$ cat config.mk
export PLATFORM = sky130hd
export DESIGN_NAME = conv_window_buffer
export DESIGN_NICKNAME = d
export VERILOG_FILES = /design/src/rtl/conv_window_buffer.sv
export SDC_FILE = /design/constraint.sdc
export NUM_CORES = 1
export LEC_CHECK = 0
export ABC_CLOCK_PERIOD_IN_PS = 4500
export CAP_MARGIN = 10
export CELL_PAD_IN_SITES_DETAIL_PLACEMENT = 0
export CELL_PAD_IN_SITES_GLOBAL_PLACEMENT = 1
export CORE_ASPECT_RATIO = 1.4
export CORE_MARGIN = 2
export CORE_UTILIZATION = 43
export DETAILED_ROUTE_END_ITERATION = 16
export GPL_ROUTABILITY_DRIVEN = 1
export PLACE_DENSITY_LB_ADDON = 0.1
export SYNTH_ARGS = -nofsm -noshare
export SYNTH_HDL_FRONTEND = slang
export SYNTH_SLANG_ARGS = --single-unit
export TNS_END_PERCENT = 30
$ cat constraint.sdc
create_clock -name clk -period 4.5 [get_ports clk]
set_input_delay 0.45 -clock clk [delete_from_list [all_inputs] [get_ports clk]]
set_output_delay 0.45 -clock clk [all_outputs]
set_load 0.005 [all_outputs]
$ cat src/rtl/conv_window_buffer.sv
// conv_window_buffer: 3x3 sliding-window generator over a raster pixel stream.
// Optional macro SOF_RESYNC_EN: sof forces the accepted pixel to (0,0) and pulses frame_err.
module conv_window_buffer #(
    parameter int PIX_BITS = 16,
    parameter int IMG_W    = 28,
    parameter int IMG_H    = 28,
    parameter int MAC_LAT  = 3
) (
    input  logic                  clk,
    input  logic                  rst,
    input  logic [PIX_BITS-1:0]   pix_in,
    input  logic                  pix_valid,
    input  logic                  sof,
    output logic [9*PIX_BITS-1:0] win_data,
    output logic                  win_valid,
    output logic                  win_last,
    output logic                  mac_valid,
    output logic                  mac_last,
    output logic                  frame_err
);
    localparam int CW = $clog2(IMG_W);
    localparam int RW = $clog2(IMG_H);
    localparam int P  = PIX_BITS;

    logic [CW-1:0]      col;
    logic [CW-1:0]      pos_col;
    logic [CW-1:0]      nxt_col;
    logic [RW-1:0]      row;
    logic [RW-1:0]      pos_row;
    logic [RW-1:0]      nxt_row;
    logic [P-1:0]       lb1 [IMG_W];
    logic [P-1:0]       lb2 [IMG_W];
    logic [P-1:0]       lb1_rd;
    logic [P-1:0]       lb2_rd;
    logic               resync;
    logic               win_hit;
    logic               last_hit;
    logic [MAC_LAT-1:0] vpipe;
    logic [MAC_LAT-1:0] lpipe;

`ifdef SOF_RESYNC_EN
    logic at_origin;
    assign at_origin = (col == '0) && (row == '0);
    assign resync    = pix_valid && sof;
`else
    logic unused_sof;
    assign unused_sof = sof;
    assign resync     = 1'b0;
`endif

    // Effective position of the accepted pixel and the position after it
    always_comb begin
        pos_col = col;
        pos_row = row;
        if (resync) begin
            pos_col = '0;
            pos_row = '0;
        end
        nxt_col = pos_col + 1'b1;
        nxt_row = pos_row;
        if (pos_col == CW'(IMG_W - 1)) begin
            nxt_col = '0;
            if (pos_row == RW'(IMG_H - 1)) begin
                nxt_row = '0;
            end else begin
                nxt_row = pos_row + 1'b1;
            end
        end
    end

    assign lb1_rd   = lb1[pos_col];
    assign lb2_rd   = lb2[pos_col];
    assign win_hit  = pix_valid && (pos_row >= RW'(2)) && (pos_col >= CW'(2));
    assign last_hit = win_hit && (pos_row == RW'(IMG_H - 1))
                      && (pos_col == CW'(IMG_W - 1));

    // Raster position counters advance on each accepted pixel
    always_ff @(posedge clk or negedge rst) begin
        if (!rst) begin
            col <= '0;
            row <= '0;
        end else if (pix_valid) begin
            col <= nxt_col;
            row <= nxt_row;
        end
    end

    // Line buffers: row r-1 cascades into row r-2, read before write
    always_ff @(posedge clk) begin
        if (pix_valid) begin
            lb2[pos_col] <= lb1_rd;
            lb1[pos_col] <= pix_in;
        end
    end

    // Window shifts left and takes the new right column
    always_ff @(posedge clk or negedge rst) begin
        if (!rst) begin
            win_data  <= '0;
            win_valid <= 1'b0;
            win_last  <= 1'b0;
        end else begin
            win_valid <= win_hit;
            win_last  <= last_hit;
            if (pix_valid) begin
                win_data <= {win_data[8*P-1:6*P], lb2_rd,
                             win_data[5*P-1:3*P], lb1_rd,
                             win_data[2*P-1:0],   pix_in};
            end
        end
    end

    // Delay strobes to line up with the MAC result
    always_ff @(posedge clk or negedge rst) begin
        if (!rst) begin
            vpipe <= '0;
            lpipe <= '0;
        end else begin
            vpipe[0] <= win_valid;
            lpipe[0] <= win_last;
            for (int i = 1; i < MAC_LAT; i++) begin
                vpipe[i] <= vpipe[i-1];
                lpipe[i] <= lpipe[i-1];
            end
        end
    end

    assign mac_valid = vpipe[MAC_LAT-1];
    assign mac_last  = lpipe[MAC_LAT-1];

`ifdef SOF_RESYNC_EN
    // Flag a sof that arrives when the counters are not at frame start
    always_ff @(posedge clk or negedge rst) begin
        if (!rst) begin
            frame_err <= 1'b0;
        end else begin
            frame_err <= resync && !at_origin;
        end
    end
`else
    assign frame_err = 1'b0;
`endif

endmodule
==> results.toml <==
[critical_path]
ff2ff_setup_slack_ns = 1.09
worstRegToRegCells = 6
cp.required_ns = 5.08
worstSetupEndpointType = "register"
rr_endpoint = "win_data[59]"
cp-start-kind = "register"
cp-startpoint = "col[1]"
critical_path_class = "reg2reg"
worst-path-max-fanout = 83
worstReg2RegStart = "col[1]"
critical_path_arrival_ns = 3.98

[synth]
synth.area.top_cells = "edfxtp_1, dfrtp_1, mux4_2"
syn_inst = 1970
synth_common_cells = "edfxtp_1, mux2i_1, dfrtp_1"
synth.distinct_cells = 57
synth.cell_area_um2 = 40100
async_reset_ff_share_pct = 15.3
synth_seq_area_share_pct = 77.3
synth.top_cell.area_share_pct = 67.1
synth_warnings = 0
synth_seq_cells = 1058
synth_fp_nets = 1996
yosys.area.top_type = "edfxtp_1"
synth.most_common_cell = "edfxtp_1"
synth_edf_count = 896
avgSynthCellArea_um2 = 20.3
ys.flop_type = "edfxtp_1"

[routing]
ant_nets = 0
avgRoutedWirePerCell_um = 27.7
first_pass_iters = 5
drt_iter0_drc = 1478
drt-total-wl_um = 97400
drc = 0
vias_per_cell = 5.62
via_count = 19700

[pwr]
power.leakage_uw = 0.0157
powerDensity_nw_per_um2 = 669
ir_drop_mv = 0.353
fin_total_pwr_uw = 31500

[outcome]
status = "complete, no violations"

[die]
io_pins = 169
die_y_um = 365
num_rows = 132
start_util_pct = 43.3
dieArea_um2 = 95700
coreArea_um2 = 92500
die_width_um = 262

[cts]
clk_latency_ns = 0.70
cts_buffer_depth = 3
path_clk_slew_ns = 0.07
cts.htree.levels = 3
root_buffer = "clkbuf_16"
cts_resized = 0
cts_tree = "done"
numCtsBuffers = 102
cts_sinks = 1058

[place]
dp_hpwl_um = 56900
port_buffers = 166
dpl-instance-area_um2 = 43800
gp_congestion = 0.752

[timing]
fmax_mhz = 294
setup_viol = 0
rsz0062_at_grt = "no"
finalMaxSlewViolations = 0
finalClockSkew_ns = 0.0323
tns_ns = 0
holdWs_ns = 0.308
period_share_pct = 75.7
hold_viol_final = 0
worstMarginPinSlew_ns = 1.22
relSlewSlack_pct = 18.2
layout_min_cycle_time_ns = 3.41

[hold_path]
min_path_type = "in2async"

[layout]
area_delta_synth_final_pct = 17.4
fin_nets = 2245
fin_area_um2 = 47000
num_antenna_cells = 0
fin_util_pct = 50.9
num-fill-cells = 7483
drive_above_1_share_pct = 23.5

[global_route]
grt_usage_pct = 20.7
grt_max_degree = 102
grt_overflow = 0
grt_antenna_before_repair = 1
grt_pass1_wl_um = 141000
grt_pass1_vias = 20400

[job]
cap_violations = 0
## registers in the layout, indices dropped and copies added, names as in the netlist
signal / count
win_data: 144
vpipe: 3
lb1: 448
col: 5
lb2: 448
win_valid: 1
win_last: 1
lpipe: 3
pos_row: 5
## routing by layer
layer  vias up  part of all wire (%)  GRT usage (%)
met2       538                    53           37.0
met1     10500                    41           26.5
li1       8545                     -              -
met3       124                   4.0           2.42
met5         -                     0              0
met4         0                   2.0           6.20
## logic make-up after synthesis
family                   Yosys count  share of synthesized area (%)
flip-flops                      1058                           77.3
multiplexers                     437                           15.7
AO/OA/AOI/OAI                    178                           3.16
AND/OR/NAND/NOR                  173                           2.11
buffers and inverters            115                           1.55
adder cells (fa/ha/maj)            6                          0.187
XOR/XNOR                           2                         0.0437
other                              1                        0.00936
## worst max path at each step
stage	end	slack, ns	depth (start not counted)
final	win_data[59]	1.09	6
after global routing	win_data[59]	0.97	6
after CTS	win_data[59]	1.02	6
after detailed placement	win_data[59]	1.04	6
after global placement	win_data[59]	1.06	6
after floorplan	lb1[25][0]	0.23	9
## critical path, stage by stage (launching register included)
cell and delay, ns:
dfrtp_4 1.03, buf_12 0.49, mux4_2 0.41, a22oi_1 0.37, nand3_1 0.22, buf_4 0.28
mux2_2 0.29
## cells in the final DEF (no fill, tap or decap), drive strengths merged, types with 58 or more instances in the layout
cell	Yosys	layout
a22oi	63	63
buf	75	89
clkbuf	36	140
clkdlybuf4s50	0	164
dfrtp	162	162
edfxtp	896	896
mux2	129	129
mux2i	168	168
mux4	140	140
nor2	58	58
## layout make-up
type | count | area [um2] | area share, %
Tap cell | 1206 | 1510 | 3.21
Clock inverter | 52 | 403 | 0.856
Multi-Input combinational cell | 797 | 8700 | 18.5
Clock buffer | 138 | 2820 | 6.00
Timing Repair Buffer | 256 | 2620 | 5.58
Sequential cell | 1058 | 31000 | 65.8
Inverter | 4 | 15.0 | 0.0319
## power breakdown
group	internal [uW]	leakage, uW	switching, uW
Clock	4680	0.00158	3630
Combinational	3810	0.00410	5190
Sequential	13400	0.0100	737
## through the flow
| stage | worst slack (ns) | cells |
|---|---|---|
| floorplan | 0.226 | 1970 |
| global placement | 1.06 | 3320 |
| detailed placement | 1.04 | 3320 |
| CTS | 1.02 | 3511 |
| global route | 0.974 | 3511 |
| finish | 1.09 | 3511 |
## repair_timing
item	CTS	global route
endpoints found under the setup margin	0	0
endpoints found under the hold margin	61	0
hold buffers	1	0
buffers inserted	0	0
No activity file was read; power rests on OpenSTA's default activity.
